[config.mk]
export PLATFORM = sky130hd
export DESIGN_NAME = video_fetch_ctrl
export DESIGN_NICKNAME = d
export VERILOG_FILES = /design/src/rtl/video_fetch_ctrl.sv
export SDC_FILE = /design/constraint.sdc
export NUM_CORES = 1
export LEC_CHECK = 0
export ABC_AREA = 1
export CAP_MARGIN = 20
export CORE_UTILIZATION = 48
export CTS_CLUSTER_SIZE = 24
export DETAILED_ROUTE_END_ITERATION = 10
export HOLD_SLACK_MARGIN = 0.08
export PLACE_DENSITY_LB_ADDON = 0.1
export SYNTH_ARGS = -nofsm -noshare
export SYNTH_HDL_FRONTEND = slang
export SYNTH_SLANG_ARGS = --single-unit
[constraint.sdc]
create_clock -name i_clk -period 2.05 [get_ports i_clk]
set_clock_uncertainty 0.2 [all_clocks]
set_input_delay 0.3075 -clock i_clk [delete_from_list [all_inputs] [get_ports i_clk]]
set_output_delay 0.3075 -clock i_clk [all_outputs]
set_load 0.01 [all_outputs]
[src/rtl/video_fetch_ctrl.sv]
// Video fetch sequencer: issues per-window DRAM word requests, tracks outstanding reads, steers lane selects.
// Lane selects follow each strobe combinationally; fetch_stb/underrun are 1 clk after cycle_stb; requests stall when the queue is full.
module video_fetch_ctrl #(
  parameter int AW = 21,
  parameter int QD = 2
) (
  input  logic          i_clk,
  input  logic          i_res,
  input  logic [1:0]    i_mode,
  input  logic [AW-1:0] i_base_a,
  input  logic [AW-1:0] i_base_b,
  input  logic          i_line_start,
  input  logic          i_cycle_stb,
  input  logic          i_active,
  output logic          o_video_req,
  output logic [AW-1:0] o_video_addr,
  input  logic          i_video_next,
  input  logic          i_video_strobe,
  output logic [3:0]    o_f_sel,
  output logic [1:0]    o_b_sel,
  output logic          o_fetch_stb,
  output logic          o_underrun,
  output logic          o_busy
);
  localparam int QW = (QD > 1) ? $clog2(QD) : 1;
  localparam int CW = $clog2(QD + 1);

  typedef enum logic [1:0] {S_IDLE, S_REQ, S_WAIT, S_DONE} state_t;

  state_t        r_state, w_state_nxt;
  logic [5:0]    r_q [QD];
  logic [QW-1:0] r_wp, r_rp;
  logic [CW-1:0] r_cnt;
  logic [AW-1:0] r_ptr_a, r_ptr_b;
  logic [7:0]    r_col;
  logic          r_pidx;
  logic          r_ls_pend, r_ur_pend, r_ur_act;
  logic          r_fetch_stb, r_underrun;

  logic       w_is_b, w_last, w_empty, w_full, w_accept, w_pop, w_ptr_inc;
  logic [3:0] w_pf;
  logic [1:0] w_pb;
  logic       w_load, w_win, w_set_ls, w_set_ur;

  // Current plan entry: which stream and which lanes the next requested word feeds.
  always_comb begin
    w_is_b = 1'b0;
    w_pf   = 4'b0011;
    w_pb   = 2'b10;
    w_last = 1'b0;
    case (i_mode)
      2'd0: begin
        if (!r_pidx) begin
          w_pf = 4'b0001;
          w_pb = {1'b0, r_col[0]};
        end else begin
          w_is_b = 1'b1;
          w_pf   = 4'b0010;
          w_pb   = {r_col[0], 1'b0};
          w_last = 1'b1;
        end
      end
      2'd3: w_last = 1'b1;
      default: begin
        if (r_pidx) begin
          w_pf   = 4'b1100;
          w_pb   = 2'b00;
          w_last = 1'b1;
        end
      end
    endcase
  end

  assign w_empty      = (r_cnt == '0);
  assign w_full       = (r_cnt == CW'(QD));
  assign o_video_req  = (r_state == S_REQ) && !w_full;
  assign o_video_addr = w_is_b ? r_ptr_b : r_ptr_a;
  assign w_accept     = o_video_req && i_video_next;
  assign w_pop        = i_video_strobe && !w_empty;
  // ZX mode fetches each pixel/attr word for two consecutive columns.
  assign w_ptr_inc    = (i_mode != 2'd0) || r_col[0];
  assign {o_f_sel, o_b_sel} = w_empty ? 6'd0 : r_q[r_rp];
  assign o_fetch_stb  = r_fetch_stb;
  assign o_underrun   = r_underrun;
  assign o_busy       = (r_state != S_IDLE) || !w_empty;

  always_comb begin
    w_state_nxt = r_state;
    w_load      = 1'b0;
    w_win       = 1'b0;
    w_set_ls    = 1'b0;
    w_set_ur    = 1'b0;
    case (r_state)
      S_IDLE: begin
        if (i_line_start) begin
          w_load      = 1'b1;
          w_state_nxt = S_REQ;
        end
      end
      S_REQ: begin
        if (i_line_start) begin
          w_set_ls    = 1'b1;
          w_state_nxt = S_WAIT;
        end else if (i_cycle_stb) begin
          w_set_ur    = 1'b1;
          w_state_nxt = S_WAIT;
        end else if (w_accept && w_last) begin
          w_state_nxt = S_WAIT;
        end
      end
      S_WAIT: begin
        if (i_line_start) begin
          w_set_ls = 1'b1;
        end else if (i_cycle_stb) begin
          w_set_ur = 1'b1;
        end else if (w_empty) begin
          if (r_ls_pend) begin
            w_load      = 1'b1;
            w_state_nxt = S_REQ;
          end else if (r_ur_pend) begin
            w_win       = r_ur_act;
            w_state_nxt = r_ur_act ? S_REQ : S_IDLE;
          end else begin
            w_state_nxt = S_DONE;
          end
        end
      end
      S_DONE: begin
        if (i_line_start) begin
          w_load      = 1'b1;
          w_state_nxt = S_REQ;
        end else if (i_cycle_stb) begin
          w_win       = i_active;
          w_state_nxt = i_active ? S_REQ : S_IDLE;
        end
      end
      default: w_state_nxt = S_IDLE;
    endcase
  end

  always_ff @(posedge i_clk or posedge i_res) begin
    if (i_res) begin
      r_state     <= S_IDLE;
      r_fetch_stb <= 1'b0;
      r_underrun  <= 1'b0;
      r_ls_pend   <= 1'b0;
      r_ur_pend   <= 1'b0;
      r_ur_act    <= 1'b0;
    end else begin
      r_state     <= w_state_nxt;
      r_fetch_stb <= i_cycle_stb && (r_state != S_IDLE);
      r_underrun  <= w_set_ur;
      if (w_load || w_win || (w_state_nxt == S_IDLE)) begin
        r_ls_pend <= 1'b0;
        r_ur_pend <= 1'b0;
      end else begin
        if (w_set_ls) r_ls_pend <= 1'b1;
        if (w_set_ur) begin
          r_ur_pend <= 1'b1;
          r_ur_act  <= i_active;
        end
      end
    end
  end

  always_ff @(posedge i_clk or posedge i_res) begin
    if (i_res) begin
      r_ptr_a <= '0;
      r_ptr_b <= '0;
      r_col   <= '0;
      r_pidx  <= 1'b0;
    end else begin
      if (w_load) begin
        r_ptr_a <= i_base_a;
        r_ptr_b <= i_base_b;
        r_col   <= '0;
      end else begin
        if (w_win) r_col <= r_col + 8'd1;
        if (w_accept && w_ptr_inc) begin
          if (w_is_b) r_ptr_b <= r_ptr_b + 1'b1;
          else        r_ptr_a <= r_ptr_a + 1'b1;
        end
      end
      if (w_load || w_win)  r_pidx <= 1'b0;
      else if (w_accept)    r_pidx <= !w_last;
    end
  end

  // Outstanding-read queue; DRAM returns data in request order.
  always_ff @(posedge i_clk or posedge i_res) begin
    if (i_res) begin
      r_wp  <= '0;
      r_rp  <= '0;
      r_cnt <= '0;
    end else begin
      if (w_accept) r_wp <= (r_wp == QW'(QD - 1)) ? '0 : r_wp + 1'b1;
      if (w_pop)    r_rp <= (r_rp == QW'(QD - 1)) ? '0 : r_rp + 1'b1;
      case ({w_accept, w_pop})
        2'b10:   r_cnt <= r_cnt + 1'b1;
        2'b01:   r_cnt <= r_cnt - 1'b1;
        default: r_cnt <= r_cnt;
      endcase
    end
  end

  always_ff @(posedge i_clk) begin
    if (w_accept) r_q[r_wp] <= {w_pf, w_pb};
  end

endmodule

# Yosys cells after proc, flatten, opt, wreduce, memory -nomap -nowiden
# Memories as Yosys holds them, arrays and structs flattened.
# Cells that the tools add are included.
[op_classes]
eq_ne = 8
n_mux = 62
n_reduce_logical = 31
n_addsub = 7
bitwise_logic = 1
[op_table]
columns = ["cell", "count"]
rows = [
  ["21-bit 2-to-1 mux", 7],
  ["21-bit by 1-bit adder with 21-bit output (second input constant)", 2],
  ["1-bit 2-to-1 mux", 31],
  ["2-bit 2-to-1 mux", 14],
  ["2-bit nonzero test", 9],
  ["8-bit 2-to-1 mux", 2],
  ["2-bit equality test (second input constant)", 5],
  ["8-bit by 1-bit adder with 8-bit output (second input constant)", 1],
  ["2-bit logical NOT", 4],
  ["2-bit case mux with 2 select lines", 2],
  ["2-bit case mux with 4 select lines", 1],
  ["4-bit case mux with 2 select lines", 1],
  ["1-bit logical AND", 6],
  ["6-bit 2-to-1 mux", 1],
  ["2-bit AND reduction", 3],
  ["2-bit by 1-bit equality test with 1-bit output (second input constant)", 2],
  ["1-bit logical OR", 4],
  ["4-bit 2-to-1 mux", 1],
  ["1-bit case mux with 2 select lines", 2],
  ["2-bit OR reduction", 2],
  ["1-bit logical NOT", 3],
  ["1-bit adder (second input constant)", 2],
  ["2-bit by 1-bit adder with 2-bit output (second input constant)", 1],
  ["2-bit by 1-bit != test with 1-bit output (second input constant)", 1],
  ["other kinds (2)", 2],
]
[totals]
n_memories = 1
in_bits = 51
ramBits = 12
ff_bits = 62
[mem_list]
columns = ["memory", "depth", "width", "read_ports", "rd_clocked_by_memory_dff", "write_ports", "line", "rtl"]
rows = [
  ["r_q", 2, 6, 1, 0, 1, "31", "logic [5:0] r_q [QD];"],
]

# Logic depth before layout (Yosys ltp)
# Gate-level depths: netlist of the first run.
[depth]
ltp_word = 13
ltp_mapped = 12

# Worst setup path before layout of the first run
# Ideal clock, no wire load.
[synth_path]
path_kind = "flip-flop to flip-flop"
start = "register r_state[1]"
end = "register r_cnt[1]"
path_buffers = 0
required_ns = 1.719
path_slack_ns = -0.059
stages_incl_launch_ff = 10
t_arrival_ns = 1.778
cell_sequence = "dfrtp_1 > inv_1 > ha_1 > inv_1 > a21oi_4 > nand2_1 > ha_1 > a21oi_1 > o21ai_0 > xor2_1"
[synth_between]
elab_chain_cells = 5
elab_cells_between_ends = 7
[synth_lines]
columns = ["item", "line", "rtl"]
rows = [
  ["from (decl)", "30", "state_t r_state, w_state_nxt;"],
  ["from (signal assigned)", "150", "r_state <= w_state_nxt;"],
  ["2-bit by 1-bit equality test with 1-bit output (*)", "76", "assign o_video_req = (r_state == S_REQ) && !w_full;"],
  ["1-bit logical AND (*)", "76", ""],
  ["net o_video_req", "15", "output logic o_video_req,"],
  ["1-bit logical AND (*)", "78", "assign w_accept = o_video_req && i_video_next;"],
  ["2-bit by 1-bit equality test with 1-bit output / 2-bit equality test (equally long branches)", "198", "case ({w_accept, w_pop})"],
  ["2-bit case mux with 2 select lines / 2-bit nonzero test (equally long branches)", "-", ""],
  ["to (signal assigned)", "199", "2'b10: r_cnt <= r_cnt + 1'b1;"],
  ["to (signal assigned)", "200", "2'b01: r_cnt <= r_cnt - 1'b1;"],
  ["to (signal assigned)", "201", "default: r_cnt <= r_cnt;"],
  ["to (decl)", "33", "logic [CW-1:0] r_cnt;"],
]
# The timed path passes the listed nets; every way through them passes the cells marked *.
# A chain may end at the register's enable or synchronous reset.

# Worst setup path in the final report of the first run
[layout_path]
start = "register r_state[1]"
end = "output o_video_req"
[layout_between]
elab_chain_cells = 2
[layout_lines]
columns = ["item", "line"]
rows = [
  ["2-bit by 1-bit equality test with 1-bit output", "76"],
  ["1-bit logical AND", "76"],
  ["to (decl)", "15"],
]
# Every way passes these cells.

==> results.sh, run 1 <==
export IMPL_run_status="complete, no violations"
export IMPL_n_antenna_cell=0
export IMPL_synthCells=596
export IMPL_grt_antenna_before_repair=0
export IMPL_r2r_cells=7
export IMPL_worstSetupEndpointType="output port"
export IMPL_num_vias=4696
export IMPL_synth_warnings=0
export IMPL_synth_area_um2=4250
export IMPL_wl_per_cell_um=16.0
export IMPL_slew_violations=0
export IMPL_critical_path_buf_inv_count=4
export IMPL_coreArea_um2=8380
export IMPL_cts_buffer_depth=2
export IMPL_internal_power_mw=4.50
export IMPL_die_area_um2=9230
export IMPL_setup_viol=0
export IMPL_rr_startpoint="r_state[1]"
export IMPL_vias_per_cell=5.50
export IMPL_drt_iter0_drc=248
export IMPL_min_period_over_period=0.989
export IMPL_r2r_end="r_ptr_b[8]"
export IMPL_power_mw=8.32
export IMPL_root_buffer="clkbuf_8"
export IMPL_swShare=0.459
export IMPL_cp_arrival_ns=1.52
export IMPL_cp_top_family="buffers and inverters"
export IMPL_cpPeakStageDelay_ns=0.41
export IMPL_grt_pass1_vias=4431
export IMPL_clkTransAtPathRegs_ns=0.08
export IMPL_hp_class="input port to flip-flop"
export IMPL_power_density_nw_per_um2=1370
export IMPL_layout_min_cycle_time_ns=2.03
export IMPL_tightestPinTransition_ns=0.434
export IMPL_layout_common_cells="nand2_1 (156), nor2_1 (62), inv_1 (59), buf_4 (59), dfrtp_1 (54)"
export IMPL_rrSetupSlack_ns=0.04
export IMPL_die_w_um=96.1
export IMPL_io_buffers=81
export IMPL_max_slew_margin_rel=0.710
export IMPL_ir_worst_vdd_mv=0.714
export IMPL_grt_max_degree=23
export IMPL_place_hpwl_um=9770
export IMPL_fmax_mhz=493
export IMPL_clkPwrFrac=0.132
export IMPL_critical_path_required_ns=1.54
export IMPL_areaGrowthSynthToFinish_pct=42.8
export IMPL_use_met2=0.533
export IMPL_synth_nets=656
export IMPL_io_pins=82
export IMPL_synth_seq_cells=65
export IMPL_htreeDepth=3
export IMPL_p_leak_nw=2.85
export IMPL_wl_um=13700
export IMPL_numClockSinks=65
export IMPL_crit_cells=6
export IMPL_gp_congestion=0.873
export IMPL_startpoint="r_state[1]"
export IMPL_syn_mean_instance_area_um2=7.13
export IMPL_max_cap_violations=0
export IMPL_pwr_share_comb=0.568
export IMPL_rsz0062_at_grt="true"
export IMPL_dieHeight_um=96.1
export IMPL_busiest_layer="met2"
export IMPL_first_pass_iters=6
export IMPL_design_area_um2=6060
export IMPL_grt_pass1_wl_um=21300
export IMPL_crit_top_cell="inv_2"
export IMPL_crit_type="flip-flop to output port"
export IMPL_cts_tree="yes"
export IMPL_globalRouteMet1Util=0.404
export IMPL_ant_nets=0
export IMPL_synth_distinct_cells=39
export IMPL_rows=33
export IMPL_cts_buffers_inserted=9
export IMPL_crit_slowest_cell="dfrtp_1"
export IMPL_switchingPower_mw=3.82
export IMPL_track_usage=0.310
export IMPL_gr_total_overflow=0
export IMPL_path_cells="inv_2 > ha_4 > inv_2 > a21oi_4 > buf_4 > buf_2"
export IMPL_finalNetCount=804
export IMPL_gr_usage_met3=0.0403
export IMPL_crit_path_max_fanout=3
export IMPL_endpoint="o_video_req"
export IMPL_clkLatencyLatePin_ns=0.35
export IMPL_drive_gt1_frac=0.215
export IMPL_placedInstanceArea_um2=5580
export IMPL_worstSetupStartpointType="flip-flop"
export IMPL_synth_seq_area_share=0.395
export IMPL_hold_viol=0
export IMPL_seqPwrFrac=0.301
export IMPL_drcViolationCount=0
export IMPL_start_util=0.507
export IMPL_layout_commonest_cell="nand2_1"
how the worst min path moves through the flow:
stage	to	cells past startpoint	start
5_1_grt	r_ptr_a[1]	3	i_base_a[1]
6_report	r_ptr_a[12]	3	i_base_a[12]
3_5_place_dp	r_ur_act	2	r_ur_act
3_3_place_gp	r_ur_act	2	r_ur_act
2_1_floorplan	r_ptr_a[12]	2	i_base_a[12]
4_1_cts	r_ptr_a[12]	3	i_base_a[12]
per-layer routing:
| metal | share of wire | wire [um] | vias to the layer above |
|---|---|---|---|
| met5 | 0 | 0 | - |
| met2 | 0.49 | 6740 | 219 |
| li1 | - | - | 2261 |
| met1 | 0.41 | 5650 | 2193 |
| met3 | 0.078 | 1070 | 23 |
| met4 | 0.018 | 247 | 0 |
state kept, by name, indices dropped and copies added, names as in the netlist, 2 cells and up:
name and count:
r_ptr_b 21, r_cnt 2, r_ptr_a 21, r_state 2, r_q 10
power by group through the flow:
| stage | clock network [mW] | registers [mW] | logic [mW] |
|---|---|---|---|
| 5_1_grt | 1.16 | 2.56 | 5.21 |
| 3_5_place_dp | 0 | 2.52 | 4.35 |
| 6_report | 1.10 | 2.50 | 4.72 |
| 3_3_place_gp | 0 | 2.51 | 4.25 |
| 4_1_cts | 1.11 | 2.47 | 4.32 |
| 2_1_floorplan | 0 | 2.32 | 2.57 |
what timing repair did:
item	CTS	global route
hold buffers	1	0
hold endpoints to repair	13	0
pin swaps	1	5
resized for setup	113	47
setup buffers	7	8
cloned	2	1
endpoints found under the setup margin	47	59
through the flow:
step	setup slack, ns	utilization	hold WS [ns]	cells	setup TNS [ns]
floorplan	0.00284	-	0.240	596	0
global placement	-0.523	0.665	0.294	819	-18.04
detailed placement	-0.610	0.665	0.298	819	-20.81
CTS	0.00502	0.697	0.303	845	0
global route	-0.0458	0.724	0.347	854	-0.401
finish	0.0222	0.724	0.312	854	0
worst register-to-register path, stage by stage, from the launching register on:
cell,delay [ns]
dfrtp_1,0.41
inv_2,0.11
ha_4,0.21
a21oi_1,0.25
nand2_4,0.18
buf_4,0.25
o21ai_0,0.20
o21ai_1,0.09
cell type report:
cell class                 count  area [um^2]
inverter                      71          275
multi-input combinational    440         2350
sequential                    65         1680
tap                          105          131
timing repair buffer         157         1440
clock inverter                 7         71.3
fill                         653         2320
clock buffer                   9          124
cells in the mapped netlist:
library cell | instances | area, um^2
nand2_2 | 2 | 12.5
buf_2 | 11 | 55.1
nand2_4 | 1 | 11.3
o221a_2 | 1 | 11.3
buf_4 | 4 | 30.0
buf_6 | 1 | 11.3
dfrtp_1 | 55 | 1380
inv_1 | 69 | 259
nand3_2 | 1 | 10.0
nand4_1 | 11 | 68.8
a22oi_1 | 2 | 15.0
o211ai_4 | 1 | 21.3
a32oi_1 | 2 | 17.5
o22ai_1 | 5 | 31.3
a211oi_1 | 3 | 22.5
nand3_1 | 42 | 210
nor2_2 | 4 | 25.0
edfxtp_1 | 10 | 300
nor3_1 | 14 | 70.1
a21oi_4 | 1 | 16.3
a21oi_1 | 23 | 115
nor4_1 | 1 | 6.26
xnor2_1 | 3 | 26.3
o211a_1 | 1 | 10.0
nand3b_1 | 1 | 7.51
o21a_1 | 1 | 7.51
xor2_1 | 12 | 105
nand2_1 | 163 | 612
a31oi_1 | 6 | 37.5
o21ai_0 | 48 | 240
ha_1 | 9 | 113
inv_2 | 2 | 7.51
nor2_1 | 64 | 240
mux2i_1 | 1 | 10.0
a21boi_0 | 1 | 7.51
nor2_4 | 2 | 22.5
clkbuf_1 | 4 | 15.0
o21ai_1 | 6 | 30.0
o211ai_1 | 8 | 60.1
cell families after synthesis:
logic type / share of synthesized area
simple gates: 0.305
compound gates: 0.151
buf+inv: 0.0890
flops: 0.395
xor+xnor: 0.0309
fa+ha+maj: 0.0265
mux: 0.00236
Power figures use the tool's default switching activity.
==> run 2: changes to the inputs <==
--- a/config.mk
+++ b/config.mk
@@ -12,6 +12,7 @@
 export DETAILED_ROUTE_END_ITERATION = 10
 export HOLD_SLACK_MARGIN = 0.08
 export PLACE_DENSITY_LB_ADDON = 0.1
+export SKIP_LAST_GASP = 1
 export SYNTH_ARGS = -nofsm -noshare
 export SYNTH_HDL_FRONTEND = slang
 export SYNTH_SLANG_ARGS = --single-unit
==> constraint.sdc (replaced) <==
create_clock -name i_clk -period 2.05 [get_ports i_clk]
set_clock_uncertainty 0.2 [all_clocks]
set_input_delay 0.3075 -clock i_clk [delete_from_list [all_inputs] [get_ports i_clk]]
set_output_delay 0.3075 -clock i_clk [all_outputs]
set_load 0.05 [all_outputs]
==> run 2 against run 1 <==
Effect of this change:
- the run now ends with setup timing left
- global-route usage shrank 1.0 points
- sequential power grew 3%
- final area grew 10%
- sequential share of layout area shrank 2.6 points
- via count grew 3.3%
- setup slack lost 0.16 ns
- critical path depth grew 4
- flip-flop and latch count is the same
- hold slack lost 0.19 ns
- count of clock-buffer cells in the layout is the same
- critical path type is now flip-flop to flip-flop
- highest routed layer unchanged
==> results.sh, run 2 (synthesis gave the netlist of run 1 again) <==
export IMPL_run_status="finished, violations left"
export IMPL_n_antenna_cell=0
export IMPL_hp_class="input port to asynchronous set/reset pin"
export IMPL_layout_min_cycle_time_ns=2.19
export IMPL_pwr_share_comb=0.654
export IMPL_use_met2=0.507
export IMPL_busiest_layer="met2"
export IMPL_die_area_um2=9230
export IMPL_numClockSinks=65
export IMPL_fill_cells=526
export IMPL_ant_nets=0
export IMPL_critical_path_required_ns=2.12
export IMPL_swShare=0.484
export IMPL_seqPwrFrac=0.234
export IMPL_crit_type="flip-flop to flip-flop"
export IMPL_rows=33
export IMPL_track_usage=0.299
export IMPL_fmax_mhz=456
export IMPL_place_ws_ns=-0.333
export IMPL_finalNetCount=807
export IMPL_finalWorstSetupSlack_ns=-0.143
export IMPL_first_pass_iters=5
export IMPL_num_vias=4851
export IMPL_cts_buffers_inserted=9
export IMPL_wl_um=14800
export IMPL_hold_viol=0
export IMPL_drt_iter0_drc=408
export IMPL_worstSetupStartpointType="flip-flop"
export IMPL_layout_commonest_cell="nand2_1"
export IMPL_vias_per_cell=5.66
export IMPL_power_density_nw_per_um2=1640
export IMPL_wl_per_cell_um=17.2
export IMPL_htreeDepth=3
export IMPL_worstSetupEndpointType="flip-flop"
export IMPL_crit_path_max_fanout=7
export IMPL_place_hpwl_um=9490
export IMPL_cts_buffer_depth=2
export IMPL_root_buffer="clkbuf_8"
export IMPL_dieHeight_um=96.1
export IMPL_drive_gt1_frac=0.261
export IMPL_io_pins=82
export IMPL_power_mw=11.0
export IMPL_startpoint="r_state[0]"
export IMPL_internal_power_mw=5.66
export IMPL_cts_tree="yes"
export IMPL_gr_usage_met3=0.0553
export IMPL_gp_congestion=0.934
export IMPL_ir_worst_vdd_mv=1.40
export IMPL_start_util=0.507
export IMPL_finalHoldWorstSlack_ns=0.120
export IMPL_min_period_over_period=1.07
export IMPL_largest_registers="r_ptr_a (21), r_ptr_b (21), r_q (10)"
export IMPL_die_w_um=96.1
export IMPL_clkLatencyLatePin_ns=0.35
export IMPL_tightestPinTransition_ns=0.494
export IMPL_grt_max_degree=56
export IMPL_grt_antenna_before_repair=0
export IMPL_areaGrowthSynthToFinish_pct=57.6
export IMPL_drcViolationCount=0
export IMPL_coreArea_um2=8380
export IMPL_clkTransAtPathRegs_ns=0.08
export IMPL_rsz0062_at_grt="true"
export IMPL_rr_startpoint="r_state[0]"
export IMPL_max_cap_violations=0
export IMPL_globalRouteMet1Util=0.370
export IMPL_cp_arrival_ns=2.26
export IMPL_cts_hold_buf=0
export IMPL_clkPwrFrac=0.112
export IMPL_max_slew_margin_rel=0.669
export IMPL_grt_pass1_vias=4389
export IMPL_setup_viol=17
export IMPL_switchingPower_mw=5.30
export IMPL_io_buffers=81
export IMPL_p_leak_nw=3.04
export IMPL_grt_pass1_wl_um=20800
export IMPL_violations="setup timing"
export IMPL_slew_violations=0
export IMPL_layout_common_cells="nand2_1 (156), buf_4 (62), inv_1 (59), nor2_1 (59), dfrtp_1 (52)"
export IMPL_gr_total_overflow=0
run 2: cell types whose count changed in the layout (fill, tap and decap cells not counted), moves of 5 or more:
cell / change
o21ai_2: +10
buf_12: +22
o21ai_4: +5
dlygate4sd2_1: -7
o21ai_0: -17
buf_2: -20
run 2: worst max-delay path, cell delays in order, from the launching register on:
cell and delay, ns:
dfrtp_1 0.39, inv_2 0.12, buf_12 0.12, ha_4 0.21
a21oi_4 0.26, nand2_8 0.16, clkinv_8 0.12, buf_12 0.12
nand2_1 0.06, o211ai_1 0.11, o21a_1 0.24
run 2: routing by layer:
metal,share of wire,vias to the layer above
li1,-,2284
met1,0.39,2247
met2,0.49,275
met3,0.083,45
met4,0.034,0
met5,0,-
run 2: repair_timing:
item | in CTS | in global routing
cloned | 3 | 6
pin swaps | 4 | 15
resized for setup | 42 | 53
setup endpoints to repair | 50 | 56
buffers inserted | 4 | 12
run 2: power groups by stage:
stage          Clock (mW)  Sequential [mW]  Combinational, mW
5_1_grt              1.29             2.61               7.60
3_3_place_gp            0             2.49               5.89
3_5_place_dp            0             2.52               6.00
6_report             1.23             2.57               7.16
2_1_floorplan           0             2.36               3.67
4_1_cts              1.23             2.50               6.31
run 2: path summary, 6_finish.rpt:
kind | to | slack, ns | depth (start not counted)
min | r_ptr_a[1] | 0.12 | 3
min in group i_clk | r_ptr_a[1] | 0.31 | 3
max | r_ptr_a[7] | -0.14 | 10
max in group asynchronous | r_pidx | 1.25 | 3
max reg2reg | r_ptr_a[7] | -0.14 | 10
min reg2reg | r_ur_act | 0.33 | 2
run 2: area by class of cell:
cell class	instances	area, um^2	share of cell area
clock buffer	9	124	0.0185
inverter	71	290	0.0434
timing repair buffer	158	1840	0.274
sequential	65	1680	0.251
clock inverter	7	95.1	0.0142
multi-input combinational	442	2540	0.379
tap	105	131	0.0196
run 2: per-stage QoR:
stage                     setup TNS [ns]  cells   util  area (um^2)
final                             -0.440    857  0.798         6690
after CTS                              0    842  0.747         6260
after floorplan                    -4.81    596      -         4360
after global routing               -2.08    857  0.798         6690
after detailed placement          -17.20    819  0.696         5840
after global placement            -14.62    819  0.696         5840
